## src/rtl/aes_round_sequencer.sv

```systemverilog
// Multi-cycle AES block sequencer: drives the shared combinational round datapath
// once per cycle, streams round keys from a 1-cycle-latency store, returns the block on valid/ready.
module aes_round_sequencer #(
    parameter int DATA_W    = 128,
    parameter int RK_ADDR_W = 4
) (
    input  logic                 clk,
    input  logic                 reset,
    input  logic                 start,
    output logic                 start_ready,
    input  logic [DATA_W-1:0]    block_in,
    input  logic                 encrypt_in,
    input  logic [1:0]           key_size,
    output logic [RK_ADDR_W-1:0] rk_addr,
    input  logic [DATA_W-1:0]    rk_data,
    output logic [DATA_W-1:0]    aes_A,
    output logic [DATA_W-1:0]    aes_B,
    output logic                 aes_encryption,
    output logic                 aes_finalRound,
    output logic                 aes_keyAssist,
    input  logic [DATA_W-1:0]    aes_result,
    output logic                 out_valid,
    output logic [DATA_W-1:0]    out_data,
    input  logic                 out_ready,
    output logic                 busy,
    output logic [3:0]           round_cnt
);

    // Handshakes: start is taken on a cycle with start && start_ready; the result
    // is consumed on a cycle with out_valid && out_ready, and out_valid/out_data hold until then.
    typedef enum logic [2:0] {
        S_IDLE,
        S_FETCH,
        S_INIT,
        S_ROUND,
        S_DONE
    } state_e;

    state_e                 state_q;
    logic [DATA_W-1:0]      blk_q;
    logic [DATA_W-1:0]      out_data_q;
    logic                   enc_q;
    logic [3:0]             nr_q;
    logic [3:0]             nr_d;
    logic [3:0]             round_q;
    logic [RK_ADDR_W-1:0]   rk_addr_q;
    logic [RK_ADDR_W-1:0]   rk_addr_d;
    logic                   start_ready_q;
    logic                   busy_q;
    logic                   out_valid_q;
    logic                   in_round;

    always_comb begin
        case (key_size)
            2'd1:    nr_d = 4'd12;
            2'd2:    nr_d = 4'd14;
            default: nr_d = 4'd10;
        endcase
    end

    // Key address walks one step per cycle and saturates at the end of the schedule,
    // so the prefetch issued during the final round stays inside the store.
    always_comb begin
        rk_addr_d = rk_addr_q;
        if (enc_q) begin
            if (rk_addr_q != RK_ADDR_W'(nr_q)) begin
                rk_addr_d = rk_addr_q + RK_ADDR_W'(1);
            end
        end else if (rk_addr_q != '0) begin
            rk_addr_d = rk_addr_q - RK_ADDR_W'(1);
        end
    end

    always_ff @(posedge clk) begin
        if (reset) begin
            state_q       <= S_IDLE;
            blk_q         <= '0;
            out_data_q    <= '0;
            enc_q         <= 1'b0;
            nr_q          <= 4'd10;
            round_q       <= 4'd0;
            rk_addr_q     <= '0;
            start_ready_q <= 1'b1;
            busy_q        <= 1'b0;
            out_valid_q   <= 1'b0;
        end else begin
            case (state_q)
                S_IDLE: begin
                    if (start) begin
                        blk_q         <= block_in;
                        enc_q         <= encrypt_in;
                        nr_q          <= nr_d;
                        rk_addr_q     <= encrypt_in ? '0 : RK_ADDR_W'(nr_d);
                        start_ready_q <= 1'b0;
                        busy_q        <= 1'b1;
                        state_q       <= S_FETCH;
                    end
                end
                S_FETCH: begin
                    rk_addr_q <= rk_addr_d;
                    state_q   <= S_INIT;
                end
                S_INIT: begin
                    blk_q     <= blk_q ^ rk_data;
                    round_q   <= 4'd1;
                    rk_addr_q <= rk_addr_d;
                    state_q   <= S_ROUND;
                end
                S_ROUND: begin
                    blk_q     <= aes_result;
                    rk_addr_q <= rk_addr_d;
                    if (round_q == nr_q) begin
                        round_q     <= 4'd0;
                        out_valid_q <= 1'b1;
                        out_data_q  <= aes_result;
                        state_q     <= S_DONE;
                    end else begin
                        round_q <= round_q + 4'd1;
                    end
                end
                S_DONE: begin
                    if (out_ready) begin
                        out_valid_q   <= 1'b0;
                        start_ready_q <= 1'b1;
                        busy_q        <= 1'b0;
                        rk_addr_q     <= '0;
                        state_q       <= S_IDLE;
                    end
                end
                default: state_q <= S_IDLE;
            endcase
        end
    end

    // The round datapath is combinational, so its operands must follow the
    // live state register and the key arriving this cycle.
    assign in_round       = (state_q == S_ROUND);
    assign aes_A          = in_round ? blk_q : '0;
    assign aes_B          = in_round ? rk_data : '0;
    assign aes_encryption = in_round & enc_q;
    assign aes_finalRound = in_round && (round_q == nr_q);
    assign aes_keyAssist  = 1'b0;

    assign start_ready = start_ready_q;
    assign busy        = busy_q;
    assign out_valid   = out_valid_q;
    assign out_data    = out_data_q;
    assign rk_addr     = rk_addr_q;
    assign round_cnt   = round_q;

endmodule

```

## config.mk

```make
export PLATFORM = sky130hd
export DESIGN_NAME = aes_round_sequencer
export DESIGN_NICKNAME = d
export VERILOG_FILES = /design/src/rtl/aes_round_sequencer.sv
export SDC_FILE = /design/constraint.sdc
export NUM_CORES = 1
export LEC_CHECK = 0
export ABC_AREA = 1
export BUFFER_PORTS_ARGS = -buffer_cell sky130_fd_sc_hd__buf_4
export CAP_MARGIN = 20
export CORE_AREA = 3 3 303 305
export CTS_BUF_LIST = sky130_fd_sc_hd__clkbuf_4
export DETAILED_ROUTE_END_ITERATION = 16
export DIE_AREA = 0 0 306 308
export PLACE_DENSITY = 0.37
export SETUP_SLACK_MARGIN = 0.15
export SYNTH_ARGS = -nofsm -noshare
export SYNTH_HDL_FRONTEND = slang
export SYNTH_SLANG_ARGS = --single-unit
export TNS_END_PERCENT = 10
```

## constraint.sdc

```tcl
create_clock -name clk -period 2.8 [get_ports clk]
set_input_delay 0.42 -clock clk [delete_from_list [all_inputs] [get_ports clk]]
set_output_delay 0.42 -clock clk [all_outputs]
set_load 0.1 [all_outputs]
```

## Yosys cells after proc, flatten, opt, wreduce, memory -nomap -nowiden

Index checks and enable logic that the tools add are counted.

- Output and inout port bits: 398
- Word-level logic and storage cells: 70
- Bits of input ports: 391
- Register bits after elaboration: 275

- Muxes and demuxes: 26
- Equal/unequal tests: 13
- Add/subtract/negate cells: 3
- Bitwise gates (word level): 2
- Reductions and logical operators: 16

Operator list:

| cell | count |
|---|---|
| $mux 128 | 3 |
| $pmux 128 s3 | 1 |
| $xor 128x128->128 | 1 |
| $mux 4 | 7 |
| $pmux 3 s5 | 1 |
| $pmux 4 s3 | 1 |
| $mux 3 | 3 |
| $reduce_and 3->1 | 3 |
| $add 4x1->4 const B | 2 |
| $pmux 4 s2 | 1 |
| $eq 3x2->1 const B | 2 |
| $pmux 1 s2 | 3 |
| $pmux 3 s2 | 1 |
| $reduce_and 2->1 | 3 |
| $reduce_bool 2->1 | 3 |
| $reduce_bool 3->1 | 2 |
| $mux 1 | 5 |
| $reduce_and 5->1 | 1 |
| $eq 4x4->1 | 1 |
| $ne 2x2->1 const B | 2 |
| $ne 4x4->1 | 1 |
| $reduce_bool 4->1 | 1 |
| $sub 4x1->4 const B | 1 |
| $eq 3x1->1 const B | 1 |
| other kinds (10) | 10 |

## Longest topological paths before layout

Gate-level depths: netlist of the first run.

- Depth in word-level cells: 5
- Depth in mapped cells: 11
- Depth with buffers taken out: 9

## Least setup slack after synthesis of the first run

Ideal clock, no wire load.

- Kind: register to output
- Start: reg state_q[2]
- End: out aes_B[100]
- Data required time: 2380 ps
- Arrival: 2358 ps
- Stages on the path, launching flop included: 7
- Slack: 22 ps
- Cell sequence: dfxtp_1 buf_4 nor2_4 nand2_4 clkbuf_1 buf_1 nor2_1

- Cells in the longest elaborated chain, start to end: 2

RTL lines:

| item | RTL line | text |
|---|---|---|
| from (decl) | 39 | `state_e state_q;` |
| from (signal assigned) | 76 | `state_q <= S_IDLE;` |
| from (signal assigned) | 96 | `state_q <= S_FETCH;` |
| from (signal assigned) | 101 | `state_q <= S_INIT;` |
| $eq 3x2->1 | 137 | `assign in_round = (state_q == S_ROUND);` |
| $mux 128 | 139 | `assign aes_B = in_round ? rk_data : '0;` |
| to (decl) | 17 | `output logic [DATA_W-1:0] aes_B,` |

No other way between the ends.

## Worst setup path after layout of the first run

- Start: reg state_q[1]
- End: out aes_B[26]

The elaborated chain is that of the path after synthesis.

==> run_summary.xml, run 1 <==
<?xml version="1.0" encoding="UTF-8"?>
<metrics>
  <group name="pwr">
    <metric name="overall_power" unit="µW">14300</metric>
    <metric name="ir_worst_vdd" unit="V">0.000291</metric>
    <metric name="power_report.internal_total" unit="µW">8620</metric>
    <metric name="power.switching" unit="µW">5650</metric>
    <metric name="powerDensity" unit="nW/µm²">447</metric>
    <metric name="static-leakage-power" unit="µW">0.0133</metric>
    <metric name="switching_share" unit="">0.396</metric>
    <metric name="combinationalPowerShare" unit="">0.366</metric>
    <metric name="clock_power_share" unit="">0.316</metric>
    <metric name="seq_power_share" unit="">0.317</metric>
  </group>
  <group name="setup_path">
    <metric name="r2r-start" unit="">state_q[1]</metric>
    <metric name="critical_path.endpoint_type" unit="">output port</metric>
    <metric name="worst-endpoint-required" unit="ps">2380</metric>
    <metric name="worst_r2r_endpoint" unit="">blk_q[18]</metric>
    <metric name="cp_max_fo" unit="">30</metric>
    <metric name="critical_path_class" unit="">register to output port</metric>
    <metric name="timing.critical_path.from_type" unit="">register</metric>
    <metric name="setup.reg_to_reg.worst_slack" unit="ps">160</metric>
    <metric name="data_arrival_at_the_endpoint_of_the_critical_path" unit="ps">2360</metric>
    <metric name="worst-r2r-cell-count" unit="">9</metric>
  </group>
  <group name="sta">
    <metric name="relSlewSlack" unit="">0.461</metric>
    <metric name="finalSetupViolCount" unit="">0</metric>
    <metric name="rsz0062_at_grt" unit="">yes</metric>
    <metric name="final.setup.worst_slack" unit="ps">20.7</metric>
    <metric name="timing.hold.ws" unit="ps">401</metric>
    <metric name="final_hold_viol_count" unit="">0</metric>
    <metric name="timing.final.crit_period" unit="ps">2780</metric>
    <metric name="tns" unit="ps">0</metric>
    <metric name="slew_viol_final" unit="">0</metric>
    <metric name="worst_skew" unit="ps">91.5</metric>
    <metric name="final.period_utilization" unit="">0.993</metric>
    <metric name="fmax" unit="GHz">0.360</metric>
    <metric name="timing_worst_slew_pin_value" unit="ps">809</metric>
  </group>
  <group name="flow_run">
    <metric name="timing.max_cap.violations" unit="">0</metric>
  </group>
  <group name="floorplanning">
    <metric name="die_area" unit="µm²">94200</metric>
    <metric name="core-area" unit="µm²">89600</metric>
    <metric name="x_dimension_of_the_die" unit="µm">306</metric>
    <metric name="initial_core_util" unit="">0.165</metric>
    <metric name="top_level_ports" unit="">789</metric>
    <metric name="row_count" unit="">110</metric>
    <metric name="die_extent_in_y" unit="µm">308</metric>
  </group>
  <group name="global_route">
    <metric name="largest_net_degree_at_the_start_of_global_routing" unit="">137</metric>
    <metric name="groute.layer.met1.usage" unit="">0.217</metric>
    <metric name="grt_overflow" unit="">0</metric>
    <metric name="globalRouteMet2Util" unit="">0.335</metric>
    <metric name="global_route.usage.met3" unit="">0.0438</metric>
    <metric name="grt_antenna_before_repair" unit="">6</metric>
    <metric name="global_route.peak_usage_layer" unit="">met2</metric>
    <metric name="global_route_wire_length_before_repair" unit="µm">136000</metric>
    <metric name="number_of_global_route_vias_before_repair" unit="">21600</metric>
    <metric name="track_usage" unit="">0.189</metric>
  </group>
  <group name="route">
    <metric name="detail_route.vias_per_cell" unit="">4.29</metric>
    <metric name="drcViolationCount" unit="">0</metric>
    <metric name="final_antenna_net_count" unit="">0</metric>
    <metric name="dr.pass1.iters" unit="">5</metric>
    <metric name="dr.first_iter.drc_count" unit="">1080</metric>
    <metric name="wirelength" unit="µm">94000</metric>
    <metric name="vias" unit="">20500</metric>
    <metric name="avgRoutedWirePerCell" unit="µm">19.6</metric>
  </group>
  <group name="yosys">
    <metric name="avgSynthCellArea" unit="µm²">6.24</metric>
    <metric name="synth_seq_area_share" unit="">0.369</metric>
    <metric name="syn-num-nets" unit="">2769</metric>
    <metric name="yosys_warnings" unit="">0</metric>
    <metric name="postSynthCellCount" unit="">2373</metric>
    <metric name="netlist-cell-type-count" unit="">31</metric>
    <metric name="syn-cell-area" unit="µm²">14800</metric>
    <metric name="seq_cells_post_synth" unit="">273</metric>
  </group>
  <group name="placed_design">
    <metric name="place_congestion" unit="">0.841</metric>
    <metric name="numPortBuffers" unit="">787</metric>
    <metric name="pre_cts_slack" unit="ps">565</metric>
    <metric name="dp.final_hpwl" unit="µm">61600</metric>
  </group>
  <group name="clocking">
    <metric name="clk_pin_slew_worst_paths" unit="ps">60</metric>
    <metric name="cts_max_path_buffers" unit="">3</metric>
    <metric name="cts_inserted_buffers" unit="">94</metric>
    <metric name="numClockSinks" unit="">273</metric>
    <metric name="h_tree_levels" unit="">3</metric>
    <metric name="cts_root_buf" unit="">sky130_fd_sc_hd__clkbuf_4</metric>
    <metric name="worst_skew_pair.late_latency" unit="ps">850</metric>
    <metric name="tritoncts_clock_tree" unit="">built</metric>
  </group>
  <group name="finish">
    <metric name="finish.net_count" unit="">3938</metric>
    <metric name="drive_above_1_share" unit="">0.347</metric>
    <metric name="area_growth_syn_to_layout" unit="%">116</metric>
  </group>
  <group name="outcome">
    <metric name="run_status" unit="">completed</metric>
  </group>
  <group name="worst_hold_path">
    <metric name="worst_hold_path_type" unit="">input pin to register</metric>
    <metric name="hold_path.startpoint" unit="">aes_result[15]</metric>
    <metric name="worstHoldEndpoint" unit="">out_data[15]</metric>
    <metric name="worst_hold_path.num_cells" unit="">4</metric>
  </group>
</metrics>
## sequential cells by signal, summed over array words and instances, names as in the netlist
| register | count |
|---|---|
| state_q | 3 |
| out_valid | 1 |
| nr_q | 2 |
| blk_q | 128 |
| enc_q | 1 |
| busy | 1 |
| out_data | 128 |
| start_ready | 1 |
| rk_addr | 4 |
| round_cnt | 4 |
## timing repair
item,4_1_cts,5_1_grt
pin swaps,5,26
endpoints found under the hold margin,268,0
resized for setup,795,355
setup endpoints to repair,258,283
cloned,13,3
buffers inserted,9,1
hold buffers,392,0
## synthesized netlist by cell type
master / instances / area (µm²)
sky130_fd_sc_hd__nand2_1: 810 / 3040
sky130_fd_sc_hd__inv_1: 278 / 1040
sky130_fd_sc_hd__nor2_1: 277 / 1040
sky130_fd_sc_hd__dfxtp_1: 273 / 5470
sky130_fd_sc_hd__a21oi_1: 143 / 716
sky130_fd_sc_hd__nand3_1: 142 / 711
sky130_fd_sc_hd__a41oi_1: 128 / 1120
sky130_fd_sc_hd__o21ai_0: 83 / 415
sky130_fd_sc_hd__clkbuf_1: 70 / 263
sky130_fd_sc_hd__buf_2: 63 / 315
sky130_fd_sc_hd__o21ai_1: 52 / 260
sky130_fd_sc_hd__buf_4: 20 / 150
sky130_fd_sc_hd__ha_1: 4 / 50.1
sky130_fd_sc_hd__buf_1: 3 / 11.3
sky130_fd_sc_hd__buf_6: 3 / 33.8
sky130_fd_sc_hd__inv_2: 3 / 11.3
sky130_fd_sc_hd__xor2_1: 3 / 26.3
sky130_fd_sc_hd__nand2_2: 2 / 12.5
sky130_fd_sc_hd__nand4_1: 2 / 12.5
sky130_fd_sc_hd__nor2_2: 2 / 12.5
sky130_fd_sc_hd__nor2_4: 2 / 22.5
sky130_fd_sc_hd__a31oi_1: 1 / 6.26
sky130_fd_sc_hd__conb_1: 1 / 3.75
sky130_fd_sc_hd__fa_1: 1 / 20.0
sky130_fd_sc_hd__inv_4: 1 / 6.26
sky130_fd_sc_hd__nand2_4: 1 / 11.3
sky130_fd_sc_hd__nand3b_1: 1 / 7.51
sky130_fd_sc_hd__nor3_1: 1 / 5.00
sky130_fd_sc_hd__o2111ai_1: 1 / 8.76
sky130_fd_sc_hd__o31ai_1: 1 / 7.51
sky130_fd_sc_hd__or2_0: 1 / 6.26
## how the worst max path moves through the flow
stage               start          to  slack, ps  cells after the start
3_3_place_gp   state_q[1]   aes_B[11]        590                      6
5_1_grt        state_q[1]   aes_B[18]       -180                      7
6_report       state_q[1]   aes_B[26]         20                      7
4_1_cts        state_q[1]   aes_B[26]       -120                      7
2_1_floorplan  state_q[2]  aes_B[100]         20                      6
3_5_place_dp   state_q[1]   aes_B[11]        560                      6
## power groups by stage
stage	sequential, µW	combinational (µW)	clock (µW)
floorplan	4670	2400	0
global placement	4610	3930	0
detailed placement	4600	3920	0
CTS	4520	5020	4760
global route	4580	5620	4950
finish	4530	5230	4510
## kinds of logic after synthesis
family,Yosys count,share of synthesized area
buffers and inverters,441,0.124
AOI/OAI and AO/OA,409,0.171
and+or+nand+nor,1241,0.329
other,1,0.000253
DFF,273,0.369
adders and majority gates,5,0.00473
xor gates and xnor gates,3,0.00177
## layout by cell type (no fill, tap or decap), drive strengths merged
| cell type | synthesis | routed |
|---|---|---|
| nor2 | 281 | 281 |
| dfxtp | 273 | 273 |
| a41oi | 128 | 128 |
| dlygate4sd3 | 0 | 392 |
| nor3 | 1 | 1 |
| nand3b | 1 | 1 |
| diode | 0 | 5 |
| xor2 | 3 | 3 |
| ha | 4 | 4 |
| o2111ai | 1 | 1 |
| nand3 | 142 | 142 |
| nand2 | 813 | 814 |
| buf | 89 | 836 |
| fa | 1 | 1 |
| a21oi | 143 | 143 |
| a31oi | 1 | 1 |
| nand4 | 2 | 2 |
| o31ai | 1 | 1 |
| clkinvlp | 0 | 1 |
| conb | 1 | 1 |
| inv | 282 | 282 |
| or2 | 1 | 1 |
| clkbuf | 70 | 148 |
| bufinv | 0 | 1 |
| o21ai | 135 | 135 |
| clkinv | 0 | 11 |
## area by class of cell
type | instances | area, µm²
diodes | 5 | 12.5
clock buffers | 145 | 1090
clock inverters | 13 | 88.8
fillers | 9419 | 57700
inverters | 282 | 1070
multi-input cells | 1660 | 8800
flip-flops and latches | 273 | 5470
well taps | 1176 | 1470
repair buffers | 1231 | 13900
## per-stage QoR
step           cells  area (µm²)   util
3_5_place_dp    4204       21900  0.244
3_3_place_gp    4204       21900  0.244
6_report        4785       31900  0.357
4_1_cts         4776       30400  0.340
2_1_floorplan   2373       14800      -
5_1_grt         4784       31900  0.357
## critical path, stage by stage, from the launching register on
cell and delay [ps]:
sky130_fd_sc_hd__dfxtp_2 340, sky130_fd_sc_hd__inv_2 50, sky130_fd_sc_hd__nor2_4 150, sky130_fd_sc_hd__nand2_8 130, sky130_fd_sc_hd__buf_12 190, sky130_fd_sc_hd__buf_16 190
sky130_fd_sc_hd__nor2_2 200, sky130_fd_sc_hd__buf_12 200
## metal layers
metal / wire (µm) / up-vias
met5: 8 / -
met4: 4050 / 2
met3: 5740 / 219
met2: 46600 / 742
met1: 37600 / 9578
li1: - / 9984
Power figures use the tool's default switching activity.
==> inputs of run 2 (changes only) <==
--- a/config.mk
+++ b/config.mk
@@ -8,12 +8,12 @@
 export ABC_AREA = 1
 export BUFFER_PORTS_ARGS = -buffer_cell sky130_fd_sc_hd__buf_4
 export CAP_MARGIN = 20
-export CORE_AREA = 3 3 303 305
+export CORE_AREA = 3 3 307 309
 export CTS_BUF_LIST = sky130_fd_sc_hd__clkbuf_4
 export DETAILED_ROUTE_END_ITERATION = 16
-export DIE_AREA = 0 0 306 308
-export PLACE_DENSITY = 0.37
-export SETUP_SLACK_MARGIN = 0.15
+export DIE_AREA = 0 0 310 312
+export PLACE_DENSITY = 0.36
+export SETUP_SLACK_MARGIN = 0.3
 export SYNTH_ARGS = -nofsm -noshare
 export SYNTH_HDL_FRONTEND = slang
 export SYNTH_SLANG_ARGS = --single-unit
==> constraint.sdc (replaced) <==
create_clock -name clk -period 2.78 [get_ports clk]
set_input_delay 0.417 -clock clk [delete_from_list [all_inputs] [get_ports clk]]
set_output_delay 0.417 -clock clk [all_outputs]
set_load 0.1 [all_outputs]
==> run_summary.xml, run 2 (same netlist as run 1, synthesis figures left out) <==
<?xml version="1.0" encoding="UTF-8"?>
<metrics>
  <group name="floorplanning">
    <metric name="row_count" unit="">111</metric>
    <metric name="x_dimension_of_the_die" unit="µm">310</metric>
    <metric name="initial_core_util" unit="">0.162</metric>
    <metric name="die_extent_in_y" unit="µm">312</metric>
    <metric name="top_level_ports" unit="">789</metric>
    <metric name="die_area" unit="µm²">96700</metric>
    <metric name="core-area" unit="µm²">91700</metric>
  </group>
  <group name="finish">
    <metric name="drive_above_1_share" unit="">0.333</metric>
    <metric name="final-seq-area" unit="µm²">5480</metric>
    <metric name="num-fill-cells" unit="">9682</metric>
    <metric name="mostFrequentLayoutCell" unit="">sky130_fd_sc_hd__nand2_1</metric>
    <metric name="multiInputGateArea" unit="µm²">8640</metric>
    <metric name="top_library_cells_by_usage_in_the_layout_fill_and_taps_aside" unit="">810 x sky130_fd_sc_hd__nand2_1, 547 x sky130_fd_sc_hd__buf_4, 388 x sky130_fd_sc_hd__dlygate4sd3_1, 277 x sky130_fd_sc_hd__inv_1, 269 x sky130_fd_sc_hd__dfxtp_1</metric>
    <metric name="area_growth_syn_to_layout" unit="%">111</metric>
    <metric name="finish.net_count" unit="">3943</metric>
  </group>
  <group name="pwr">
    <metric name="powerDensity" unit="nW/µm²">458</metric>
    <metric name="ir_worst_vdd" unit="V">0.000233</metric>
    <metric name="static-leakage-power" unit="µW">0.0132</metric>
  </group>
  <group name="global_route">
    <metric name="largest_net_degree_at_the_start_of_global_routing" unit="">137</metric>
    <metric name="grt_overflow" unit="">0</metric>
    <metric name="number_of_global_route_vias_before_repair" unit="">21100</metric>
    <metric name="global_route_wire_length_before_repair" unit="µm">131000</metric>
    <metric name="grt_antenna_before_repair" unit="">9</metric>
    <metric name="track_usage" unit="">0.176</metric>
  </group>
  <group name="route">
    <metric name="dr.first_iter.drc_count" unit="">1186</metric>
    <metric name="dr.pass1.iters" unit="">8</metric>
    <metric name="wirelength" unit="µm">92400</metric>
    <metric name="avgRoutedWirePerCell" unit="µm">19.3</metric>
    <metric name="drcViolationCount" unit="">0</metric>
    <metric name="detail_route.vias_per_cell" unit="">4.26</metric>
    <metric name="vias" unit="">20500</metric>
    <metric name="final_antenna_net_count" unit="">0</metric>
  </group>
  <group name="sta">
    <metric name="worst_skew" unit="ps">36.2</metric>
    <metric name="rsz0062_at_grt" unit="">yes</metric>
    <metric name="tns" unit="ps">0</metric>
    <metric name="timing_worst_slew_pin_value" unit="ps">950</metric>
    <metric name="final_hold_viol_count" unit="">0</metric>
    <metric name="timing.final.crit_period" unit="ps">2720</metric>
    <metric name="final.setup.worst_slack" unit="ps">63.6</metric>
    <metric name="finalSetupViolCount" unit="">0</metric>
    <metric name="relSlewSlack" unit="">0.367</metric>
    <metric name="final.period_utilization" unit="">0.977</metric>
    <metric name="slew_viol_final" unit="">0</metric>
    <metric name="fmax" unit="GHz">0.368</metric>
  </group>
  <group name="clocking">
    <metric name="cts_root_buf" unit="">sky130_fd_sc_hd__clkbuf_4</metric>
    <metric name="tritoncts_clock_tree" unit="">built</metric>
    <metric name="numClockSinks" unit="">273</metric>
    <metric name="h_tree_levels" unit="">3</metric>
    <metric name="worst_skew_pair.late_latency" unit="ps">800</metric>
    <metric name="cts_inserted_buffers" unit="">93</metric>
    <metric name="cts_max_path_buffers" unit="">3</metric>
    <metric name="clk_pin_slew_worst_paths" unit="ps">60</metric>
  </group>
  <group name="setup_path">
    <metric name="crit_path_top_delay_cell" unit="">sky130_fd_sc_hd__dfxtp_4</metric>
    <metric name="timing.critical_path.cells" unit="">inv_4, nor2_4, nand2_8, buf_4, buf_12, nor2_1, buf_6</metric>
    <metric name="critical_path_class" unit="">register to output port</metric>
    <metric name="critPathTopFamily" unit="">buffers and inverters</metric>
    <metric name="data_arrival_at_the_endpoint_of_the_critical_path" unit="ps">2300</metric>
    <metric name="worst-endpoint-required" unit="ps">2360</metric>
    <metric name="cp_max_fo" unit="">55</metric>
    <metric name="max_stage_delay" unit="ps">360</metric>
    <metric name="critical_path_buf_inv_count" unit="">4</metric>
    <metric name="critical_path.endpoint_type" unit="">output port</metric>
    <metric name="timing.critical_path.from_type" unit="">register</metric>
  </group>
  <group name="placed_design">
    <metric name="place_congestion" unit="">0.832</metric>
    <metric name="dp.final_hpwl" unit="µm">62800</metric>
    <metric name="numPortBuffers" unit="">787</metric>
    <metric name="pre_cts_slack" unit="ps">564</metric>
  </group>
  <group name="worst_hold_path">
    <metric name="worst_hold_path_type" unit="">input pin to register</metric>
  </group>
  <group name="flow_run">
    <metric name="timing.max_cap.violations" unit="">0</metric>
  </group>
  <group name="outcome">
    <metric name="run_status" unit="">completed</metric>
  </group>
</metrics>
==> run 2: changes by cell type in the layout (fill, tap and decap cells not counted), moves of 6 or more <==
cell                      before  now
sky130_fd_sc_hd__buf_6        15   87
sky130_fd_sc_hd__nor2_1       31  100
sky130_fd_sc_hd__buf_12      262  198
sky130_fd_sc_hd__nor2_2      124   62
sky130_fd_sc_hd__buf_16       16    9
sky130_fd_sc_hd__nand3_1     142  135
sky130_fd_sc_hd__nand3_2       0    7
sky130_fd_sc_hd__nor2_4      126  119
sky130_fd_sc_hd__buf_4       541  547
==> run 2: layout make-up <==
type,instances,share of cell area
Multi-Input combinational cell,1659,0.276
Antenna cell,6,0.000480
Clock inverter,15,0.00448
Clock buffer,140,0.0336
Timing Repair Buffer,1238,0.428
Sequential cell,273,0.175
Inverter,282,0.0344
Tap cell,1186,0.0475
==> run 2: metal layers <==
layer  routed length (µm)  global-route usage  vias up
met5                   31                   0        -
li1                     -                   -    10000
met1                37900               0.206     9553
met4                 3300              0.0576        4
met3                 5140              0.0374      178
met2                46100               0.317      712
==> run 2: worst paths after layout <==
path / from / end / slack [ps] / cells after the start
setup reg to reg: state_q[1] / blk_q[52] / 390 / 9
hold / removal: start / nr_q[2] / 180 / 4
hold reg to reg: out_data[54] / out_data[54] / 460 / 2
setup / recovery: state_q[1] / aes_B[114] / 60 / 7
==> run 2: what timing repair did <==
| item | in CTS | in global routing |
|---|---|---|
| hold buffers | 388 | 0 |
| cloned | 4 | 13 |
| pin swaps | 4 | 22 |
| buffers inserted | 7 | 11 |
| gates resized for setup | 447 | 514 |
| endpoints found under the hold margin | 269 | 0 |
| setup endpoints to repair | 258 | 276 |
==> run 2: worst reg2reg max path, delay by kind of cell, from the launching register on <==
kind,cells,cell delay [ps]
simple gates,3,570
flops,1,360
compound gates,1,210
buf+inv,5,1200
==> run 2: power by group <==
group          internal (µW)  leakage (µW)  switching [µW]  total [µW]
combinational           1930        0.0103            3200        5130
sequential              4270       0.00224             289        4550
clock                   2540      0.000716            2110        4640
total                   8730        0.0132            5600       14300
==> run 2: through the flow <==
stage                     std cells  hold slack, ps   util  instance area [µm²]  power, µW
final                          4799             180  0.341                31300      14300
after detailed placement       4215             453  0.239                21900       8580
after CTS                      4769            4.62  0.315                28800      14200
after global routing           4798             119  0.341                31300      15200
after floorplan                2373             511      -                14800       7110
after global placement         4215             444  0.239                21900       8600
